### config.mk
export PLATFORM = sky130hd
export DESIGN_NAME = alu
export DESIGN_NICKNAME = d
export VERILOG_FILES = /design/src/rtl/alu_pkg.sv /design/src/rtl/alu_comb.sv /design/src/rtl/alu.sv
export SDC_FILE = /design/constraint.sdc
export NUM_CORES = 1
export LEC_CHECK = 0
export CAP_MARGIN = 20
export CORE_AREA = 4 4 72 74
export DETAILED_ROUTE_END_ITERATION = 16
export DIE_AREA = 0 0 76 78
export PLACE_DENSITY_LB_ADDON = 0.12
export SKIP_LAST_GASP = 1
export SLEW_MARGIN = 15
export SYNTH_ARGS = -nofsm -noshare
export SYNTH_HDL_FRONTEND = slang
export SYNTH_SLANG_ARGS = --single-unit
### constraint.sdc
create_clock -name clk -period 4.3 [get_ports clk]
set_clock_uncertainty 0.15 [all_clocks]
set_input_delay 0.86 -clock clk [delete_from_list [all_inputs] [get_ports clk]]
set_output_delay 0.86 -clock clk [all_outputs]
set_load 0.02 [all_outputs]
### src/rtl/alu_pkg.sv
// Shared ALU definitions: default operand width and the 3-bit opcode map.
package alu_pkg;

  localparam int unsigned ALU_WIDTH = 8;

  localparam logic [2:0] OP_ADD = 3'b000;
  localparam logic [2:0] OP_SUB = 3'b001;
  localparam logic [2:0] OP_AND = 3'b010;
  localparam logic [2:0] OP_OR  = 3'b011;
  localparam logic [2:0] OP_XOR = 3'b100;
  localparam logic [2:0] OP_NOT = 3'b101;
  localparam logic [2:0] OP_SHL = 3'b110;
  localparam logic [2:0] OP_SHR = 3'b111;

endpackage

### src/rtl/alu_comb.sv
// Combinational ALU datapath: result, carry/borrow/shift-out and signed overflow.
module alu_comb
  import alu_pkg::*;
#(
  parameter int unsigned WIDTH = ALU_WIDTH
) (
  input  logic [WIDTH-1:0] A,
  input  logic [WIDTH-1:0] B,
  input  logic [2:0]       s,
  output logic [WIDTH-1:0] result,
  output logic             c,
  output logic             Of
);

  logic [WIDTH:0] sum;
  logic [WIDTH:0] diff;

  // One extra bit captures carry-out on add and borrow (A < B) on subtract.
  assign sum  = {1'b0, A} + {1'b0, B};
  assign diff = {1'b0, A} - {1'b0, B};

  always_comb begin
    result = '0;
    c      = 1'b0;
    Of     = 1'b0;
    case (s)
      OP_ADD: begin
        result = sum[WIDTH-1:0];
        c      = sum[WIDTH];
        Of     = (A[WIDTH-1] == B[WIDTH-1]) && (sum[WIDTH-1] != A[WIDTH-1]);
      end
      OP_SUB: begin
        result = diff[WIDTH-1:0];
        c      = diff[WIDTH];
        Of     = (A[WIDTH-1] != B[WIDTH-1]) && (diff[WIDTH-1] != A[WIDTH-1]);
      end
      OP_AND: result = A & B;
      OP_OR:  result = A | B;
      OP_XOR: result = A ^ B;
      OP_NOT: result = ~A;
      OP_SHL: begin
        result = {A[WIDTH-2:0], 1'b0};
        c      = A[WIDTH-1];
      end
      OP_SHR: begin
        result = {1'b0, A[WIDTH-1:1]};
        c      = A[0];
      end
      default: begin
        result = '0;
        c      = 1'b0;
        Of     = 1'b0;
      end
    endcase
  end

endmodule

### src/rtl/alu.sv
// Registered ALU: one-cycle latency, synchronous active-low reset, derived zero flag.
module alu
  import alu_pkg::*;
#(
  parameter int unsigned WIDTH = ALU_WIDTH
) (
  input  logic             clk,
  input  logic             rst_n,
  input  logic [WIDTH-1:0] A,
  input  logic [WIDTH-1:0] B,
  input  logic [2:0]       s,
  output logic             c,
  output logic             zero,
  output logic             Of,
  output logic [WIDTH-1:0] out
);

  logic [WIDTH-1:0] res_d;
  logic             c_d;
  logic             of_d;

  alu_comb #(
    .WIDTH(WIDTH)
  ) u_comb (
    .A      (A),
    .B      (B),
    .s      (s),
    .result (res_d),
    .c      (c_d),
    .Of     (of_d)
  );

  // zero is registered alongside out so it reads 0 in reset rather than NOR(0)=1.
  always_ff @(posedge clk) begin
    if (!rst_n) begin
      out  <= '0;
      c    <= 1'b0;
      Of   <= 1'b0;
      zero <= 1'b0;
    end else begin
      out  <= res_d;
      c    <= c_d;
      Of   <= of_d;
      zero <= ~|res_d;
    end
  end

endmodule

== Yosys cells after proc, flatten, opt, wreduce, memory -nomap -nowiden ==
Cells that the tools add are included.

* Output and inout bits: 11
* Register bits after elaboration: 11
* Bits of input ports: 21
* Logic and storage cells: 29

* Bitwise operators: 4
* Reductions and logical operators: 5
* Muxes and demuxes: 3
* Add/sub/neg operators: 2
* Equal/unequal tests: 11

{| class="wikitable"
|+ Operator list
! kind !! number
|-
| one-hot mux 8 bit (8 select lines) || 1
|-
| equality test 3 bit (second input constant) || 4
|-
| adder 8 x 8 -> 9 bit || 1
|-
| subtractor 8 x 8 -> 9 bit || 1
|-
| AND 8 bit || 1
|-
| NOT 8 bit || 1
|-
| OR 8 bit || 1
|-
| OR reduction 8 bit || 1
|-
| bitwise XOR 8 bit || 1
|-
| equality test 3 x 2 -> 1 bit (second input constant) || 2
|-
| one-hot mux 1 bit (4 select lines) || 1
|-
| equality test 3 x 1 -> 1 bit (second input constant) || 1
|-
| logical NOT 3 bit || 1
|-
| != test 1 bit || 3
|-
| logical AND 1 bit || 2
|-
| one-hot mux 1 bit (2 select lines) || 1
|-
| equality test 1 bit || 1
|-
| logical NOT 1 bit || 1
|}

== Depth between registers and ports, before layout ==
Gate-level depths: netlist of the first run.

* Depth after elaboration: 4
* Gate-level depth with buffers: 9
* Mapped depth without buffers: 9

== Modules after synthesis ==
Synthesis of the first run repeated with hierarchy kept, for this count alone.

* Cells, all modules: 223
* Area total of the unflattened synthesis: 1,636.6 um2

{| class="wikitable"
|+ Modules (own cells, without submodules)
! module !! times used !! cells each !! area each (um2) !! sequential area each (um2)
|-
| alu_comb || 1 || 198 || 1,321.3 || 0.0
|-
| alu || 1 || 25 || 315.3 || 220.2
|}

== Worst setup path before layout of the first run ==
OpenSTA, ideal clock, no wires.

* Kind: input port to flip-flop
* Start: input A[0]
* End: register zero
* Arrival: 2.551 ns
* Slack: 1.539 ns
* Stages: 9
* Path through: ha_1 inv_1 fa_1 nor2b_4 o31a_1 or4_4 a21boi_2 a2bb2oi_2 and4_1

* Cells in the longest elaborated chain, start to end: 4
* Elaborated cells on any way between the ends: 9
* Those cells by class: add/sub: 2; mux: 1; bitwise: 4; reduce/logical: 2

{| class="wikitable"
|+ Ends and longest elaborated chain
! what !! line !! RTL
|-
| from (decl) || alu.sv:9 || <nowiki>input logic [WIDTH-1:0] A,</nowiki>
|-
| subtractor 8 x 8 -> 9 bit (tied with other cells) || alu_comb.sv:20 || <nowiki>assign diff = {1'b0, A} - {1'b0, B};</nowiki>
|-
| one-hot mux 8 bit (8 select lines) * || alu_comb.sv:26 || <nowiki>case (s)</nowiki>
|-
| OR reduction 8 bit * || alu.sv:44 || <nowiki>zero <= ~|res_d;</nowiki>
|-
| logical NOT 1 bit * || alu.sv:44 ||
|-
| to (signal assigned) || alu.sv:44 ||
|-
| to (decl) || alu.sv:13 || <nowiki>output logic zero,</nowiki>
|}

Mark *: on every way between the ends. The rest lies on a longest branch, timed or not.
A chain may end at the register's enable or synchronous reset.

== Worst setup path in the final report of the first run ==
Same ends and word-level chain as after synthesis.

==> results.toml, run 1 <==
[synth]
avgSynthCellArea_um2 = 7.600
synth_top_area_share_pct = 17.18
synthArstFlopShare_pct = 0
synth_largest_area_cell = "ha_1"
synth_seq_cells = 11
netlist-cell-type-count = 58
synth_flop_cell = "dfxtp_1"
ys_seq_area_share_pct = 12.60
synth_edf_count = 0
yosys_warnings = 0
syn_inst = 230
netlist_area_um2 = 1748
synthTopCellsByArea = "ha_1 17%, dfxtp_1 13%, inv_1 5.4%, o211ai_1 3.9%, a21oi_1 3.7%"
synth_fp_nets = 277

[layout]
instances_no_fill = 312
antenna_cells = 0
fillers = 472
area_delta_synth_final_pct = 22.62
post-route-util_pct = 46.61
nNetsFinal = 306
drive_gt1_share_pct = 6.977
fin_area_um2 = 2143

[clock_network]
path_clk_slew_ps = 40
cts.sinks = 11
cts_tree = "yes"
holdBufCountCts = 0
root_buffer = "clkbuf_8"
cts_setup_buffers = 0
postCtsResizedCells = 0
clockBufferDepth = 2
htreeDepth = 1
cts_buffers = 3

[place]
gp_congestion = 0.8712
hpwl_mm = 3.923
io_buffer_count = 31
place_ws_ps = 640.5
placed_area_um2 = 2098
dp_cells = 308

[floorplanning]
placeableCoreArea_um2 = 4598
die-width_um = 76
initial_utilization_pct = 38.01
row_count = 25
pin_count = 32
dieArea_um2 = 5928
die_y_um = 78

[sta]
period_needed_ps = 3448
setup_violations = 0
relSlewSlack_pct = 67.10
final-hold-violation-count = 0
finalMaxSlewViolations = 0
tightest_slew_ps = 489.3
fin_tns_setup_ps = 0
hold_ws_ps = 1217
fmax_ghz = 0.2900
grt_setup_unrepaired = "no"
fin_crit_sh_pct = 80.19
setup_ws_ps = 851.6

[detailed_routing]
dr.first_iter.drc_count = 88
ant_nets = 0
wl_per_cell_um = 15.73
vias = 1788
drt-total-wl_mm = 4.908
firstDrtPassIters = 4
drc = 0
routed_via_density = 5.731

[pwr]
finalPower_mw = 0.4359
power.static_leakage_nw = 0.8974
p_per_area_nw_per_um2 = 203.4
ir_drop_v = 0.00007932

[global_routing]
grt_first_pass_wirelength_mm = 7.962
grt_max_degree = 27
overflow = 0
antenna_found_initial = 0
grt_use_total_pct = 16.08
grt_pass1_vias = 1605

[setup_path]
critPathMaxFanout = 5
critPathTopFamily = "adder cells"
max_stage_delay_ps = 570
path_depth = 10
slowest_stage = "clkdlybuf4s50_1"
crit_start = "A[0]"
required_ps = 4320
crit_chain = "clkdlybuf4s50_1 -> inv_1 -> ha_1 -> fa_1 -> nor3_2 -> nor3_1 -> o31ai_1 -> xnor2_1 -> a2bb2oi_2 -> and4_1"
worstSetupEndpoint = "zero"
worst_setup_path_start_kind = "input pin"
worstSetupPathType = "in -> reg"
worst-path-buf-inv = 2
cp-end-kind = "flop"
arrival_ps = 3470

[worst_hold_path]
hp-class = "in -> reg"
hp-start = "rst_n"

[outcome]
status = "complete, no violations"

[run]
cap_viol_max_count = 0
-- state kept, by name, indices dropped and copies added, names as in the netlist --
| signal | flops |
|---|---|
| Of | 1 |
| c | 1 |
| out | 8 |
| zero | 1 |
-- cell families after synthesis --
group,share of synthesized area (%)
xor gates and xnor gates,2.506
AOI/OAI and AO/OA,33.79
adders and majority gates,19.47
buffers and inverters,9.950
muxes,1.790
DFF,12.60
and+or+nand+nor,19.90
-- report_power, final --
group          total [mW]  internal, mW  switching [mW]
Combinational       0.226         0.100           0.125
Clock              0.0978        0.0646          0.0332
Sequential          0.112         0.111         0.00181
Total               0.436         0.276           0.160
-- cells in the mapped netlist, types with 5 or more instances --
master and count:
nand2_1 10, a21oi_1 13, dfxtp_1 11, o21ai_0 12
o211ai_1 9, and2_1 7, nand2b_1 7, nor2b_1 5
buf_2 7, nor2_1 15, a211oi_1 5, ha_1 24
inv_1 25, nor3_1 6
-- how the worst min path moves through the flow --
| stage | to | slack [ps] | cells past startpoint |
|---|---|---|---|
| after floorplan | out[2] | 830 | 1 |
| after global routing | Of | 1250 | 2 |
| after global placement | Of | 1470 | 2 |
| after detailed placement | c | 1460 | 3 |
| after CTS | c | 1220 | 3 |
| final | c | 1220 | 3 |
-- placed cells by master (no fill, tap or decap), types with 7 or more instances in the layout --
cell             synthesis  routed
clkdlybuf4s50_1          0      31
inv_1                   25      25
ha_1                    24      24
nor2_1                  15      15
a21oi_1                 13      13
o21ai_0                 12      12
dfxtp_1                 11      11
nand2_1                 10      10
o211ai_1                 9       9
nand2b_1                 7       7
and2_1                   7       7
-- cell type report --
| class | instances | area [um^2] | area share (%) |
|---|---|---|---|
| clock buffers | 4 | 45.04 | 2.102 |
| inverters | 27 | 101.3 | 4.729 |
| multi-input cells | 179 | 1354 | 63.16 |
| flip-flops and latches | 11 | 220.2 | 10.27 |
| well taps | 54 | 67.56 | 3.152 |
| repair buffers | 37 | 355.3 | 16.58 |
-- layer usage --
layer	track usage, %	part of all wire, %
met1	22.54	49
met2	25.86	46
met3	1.276	4.8
met4	5.160	0.53
met5	0	0
(Power assumes the default switching activity.)
==> inputs of run 2 (changes only) <==
clock period = 3.3 ns   (was 4.3 ns; I/O delays follow)
==> results.toml, run 2 (synthesis gave the netlist of run 1 again) <==
[detailed_routing]
routed_via_density = 5.543
drt-total-wl_mm = 4.995
ant_nets = 0
vias = 1818
drc = 0
firstDrtPassIters = 4
dr.first_iter.drc_count = 105
wl_per_cell_um = 15.23

[sta]
relSlewSlack_pct = 74.69
hold_ws_ps = 1026
tightest_slew_ps = 370.1
finalMaxSlewViolations = 0
period_needed_ps = 2997
fin_crit_sh_pct = 90.82
setup_violations = 0
grt_setup_unrepaired = "no"
setup_ws_ps = 302.9
fmax_ghz = 0.3337
fin_tns_setup_ps = 0
final-hold-violation-count = 0

[floorplanning]
placeableCoreArea_um2 = 4598
initial_utilization_pct = 38.01
dieArea_um2 = 5928
pin_count = 32
die_y_um = 78
row_count = 25
die-width_um = 76

[setup_path]
critPathMaxFanout = 3
worstSetupPathType = "in -> reg"
arrival_ps = 3020
crit_start = "A[0]"
cp-end-kind = "flop"
required_ps = 3320
worst_setup_path_start_kind = "input pin"

[global_routing]
grt_use_total_pct = 16.64
overflow = 0
grt_pass1_vias = 1685
grt_max_degree = 25
grt_first_pass_wirelength_mm = 8.176
antenna_found_initial = 0

[worst_hold_path]
hp-start = "rst_n"
hp-class = "in -> reg"

[layout]
nNetsFinal = 322
drive_gt1_share_pct = 12.41
final_common_cell = "clkdlybuf4s50_1"
final_cell_mix = "31 x clkdlybuf4s50_1, 25 x inv_1, 24 x ha_1"
antenna_cells = 0
multi_input_area_um2 = 1354
area_delta_synth_final_pct = 30.21
largest_reg_flops = 8
fin_area_um2 = 2276
register_area_um2 = 220.2
instances_no_fill = 328
top_register = "out"
fillers = 473
post-route-util_pct = 49.50

[place]
placed_area_um2 = 2231
place_ws_ps = 78.44
io_buffer_count = 31
dp_cells = 324
gp_congestion = 0.8786
hpwl_mm = 4.035

[pwr]
finalPower_mw = 0.5877
p_per_area_nw_per_um2 = 258.2
power.static_leakage_nw = 0.9787
ir_drop_v = 0.0001155

[clock_network]
clockBufferDepth = 2
cts.sinks = 11
htreeDepth = 1
cts_tree = "yes"
root_buffer = "clkbuf_8"
cts_setup_buffers = 0
cts_buffers = 3
postCtsResizedCells = 0
path_clk_slew_ps = 50
holdBufCountCts = 0

[run]
cap_viol_max_count = 0

[outcome]
status = "complete, no violations"
run 2: cell types whose count changed in the layout (fill, tap and decap cells not counted):
cell and delta:
buf_4 +15, buf_12 +1
run 2: layer usage:
layer	vias up	global-route usage (%)	wire, um
met5	-	0	0
met4	0	4.093	47
met1	826	23.39	2396
li1	931	-	-
met3	4	1.508	335
met2	57	27.14	2216
run 2: layout make-up:
cell class,instances,share of cell area (%)
multi-input combinational,179,59.48
inverter,27,4.453
timing repair buffer,53,21.44
sequential,11,9.676
tap,54,2.969
clock buffer,4,1.979
run 2: critical path: stages:
cell and delay [ps]:
clkdlybuf4s50_1 500, inv_1 70, ha_1 240, fa_1 420, nor3_2 210, nor4_1 80, o21ai_0 170, a2bb2oi_1 110
nor4_1 340, and4_1 220
run 2: worst paths after layout:
kind	to	slack, ps	cells past startpoint
hold / removal	c	1030	3
setup / recovery	zero	300	10
run 2: where the power goes:
group / internal [mW] / leakage (nW) / switching [mW]
Combinational: 0.147 / 0.865 / 0.168
Sequential: 0.144 / 0.0907 / 0.00222
Clock: 0.0841 / 0.0228 / 0.0421
Total: 0.375 / 0.979 / 0.212
==> inputs of run 3 (changes only) <==
CORE_AREA = 2 2 70 72   (was 4 4 72 74)
DIE_AREA = 0 0 72 74   (was 0 0 76 78)
==> results.toml, run 3 (synthesis gave the netlist of run 1 again) <==
[clock_network]
holdBufCountCts = 0
path_clk_slew_ps = 50
cts_tree = "yes"
htreeDepth = 1
root_buffer = "clkbuf_8"
cts_setup_buffers = 0
postCtsResizedCells = 0
cts.sinks = 11
clockBufferDepth = 2
cts_buffers = 3

[run]
cap_viol_max_count = 0

[pwr]
power.static_leakage_nw = 0.9790
p_per_area_nw_per_um2 = 258.4
ir_drop_v = 0.0001050

[global_routing]
grt_use_total_pct = 19.58
overflow = 0
antenna_found_initial = 0
grt_pass1_vias = 1723
grt_max_degree = 22
grt_first_pass_wirelength_mm = 8.349

[layout]
area_delta_synth_final_pct = 30.21
fillers = 455
largest_reg_flops = 8
final_common_cell = "clkdlybuf4s50_1"
nNetsFinal = 322
top_register = "out"
antenna_cells = 0
drive_gt1_share_pct = 12.41
multi_input_area_um2 = 1354
register_area_um2 = 220.2
final_cell_mix = "31 x clkdlybuf4s50_1, 25 x inv_1, 24 x ha_1"

[sta]
setup_violations = 0
fin_crit_sh_pct = 90.11
grt_setup_unrepaired = "no"
relSlewSlack_pct = 72.41
tightest_slew_ps = 411.1
period_needed_ps = 2974
final-hold-violation-count = 0
hold_ws_ps = 1035
fmax_ghz = 0.3363
finalMaxSlewViolations = 0
fin_tns_setup_ps = 0

[setup_path]
required_ps = 3270
arrival_ps = 2940
worst_setup_path_start_kind = "input pin"
critPathMaxFanout = 3
cp-end-kind = "flop"
worstSetupPathType = "in -> reg"

[detailed_routing]
vias = 1856
routed_via_density = 5.659
drt-total-wl_mm = 4.887
firstDrtPassIters = 4
ant_nets = 0
wl_per_cell_um = 14.90
drc = 0
dr.first_iter.drc_count = 117

[worst_hold_path]
hp-class = "in -> reg"
hold_depth = 2

[floorplanning]
placeableCoreArea_um2 = 4598
pin_count = 32
initial_utilization_pct = 38.01
die-width_um = 72
dieArea_um2 = 5328
die_y_um = 74
row_count = 25

[place]
io_buffer_count = 31
hpwl_mm = 3.934
gp_congestion = 0.8718

[outcome]
status = "complete, no violations"
==> run 3: cell counts in the layout (fill, tap and decap cells not counted) <==
Identical to the previous run, type by type.
==> run 3: layout make-up <==
class                           instances  share of cell area (%)
Sequential cell                        11                   9.676
Clock buffer                            4                   1.979
Multi-Input combinational cell        179                   59.48
Timing Repair Buffer                   53                   21.44
Tap cell                               54                   2.969
Inverter                               27                   4.453
==> run 3: worst paths after layout <==
| path | from | endpoint |
|---|---|---|
| setup / recovery | A[0] | zero |
| hold / removal | rst_n | Of |
==> run 3: through the flow <==
| step | utilization, % | std cells | power, mW | instance area [um^2] | setup WS (ps) |
|---|---|---|---|---|---|
| CTS | 49.50 | 328 | 0.5883 | 2276 | 324.0 |
| global placement | 48.52 | 324 | 0.4608 | 2231 | 130.5 |
| global route | 49.50 | 328 | 0.6332 | 2276 | 159.3 |
| floorplan | - | 230 | 0.3442 | 1748 | 738.7 |
| finish | 49.50 | 328 | 0.5882 | 2276 | 326.4 |
| detailed placement | 48.52 | 324 | 0.4604 | 2231 | 77.42 |
==> run 3: critical path: stages <==
cell and delay (ps):
clkdlybuf4s50_1 510, inv_1 70, ha_1 230, fa_1 430
a2111oi_0 420, a221oi_1 120, o211ai_1 220, nor4_1 70
and4_1 200
==> run 3: power breakdown <==
group	total (mW)	internal, mW	switching, mW
logic	0.316	0.148	0.168
registers	0.146	0.144	0.00221
clock network	0.126	0.0841	0.0422
total	0.588	0.376	0.212
==> run 3: per-layer routing <==
metal,GRT usage (%),vias up,part of all wire (%)
li1,-,934,-
met1,27.56,836,46
met2,31.79,80,45
met3,2.981,6,7.8
met4,4.403,0,1.1
met5,0,-,0
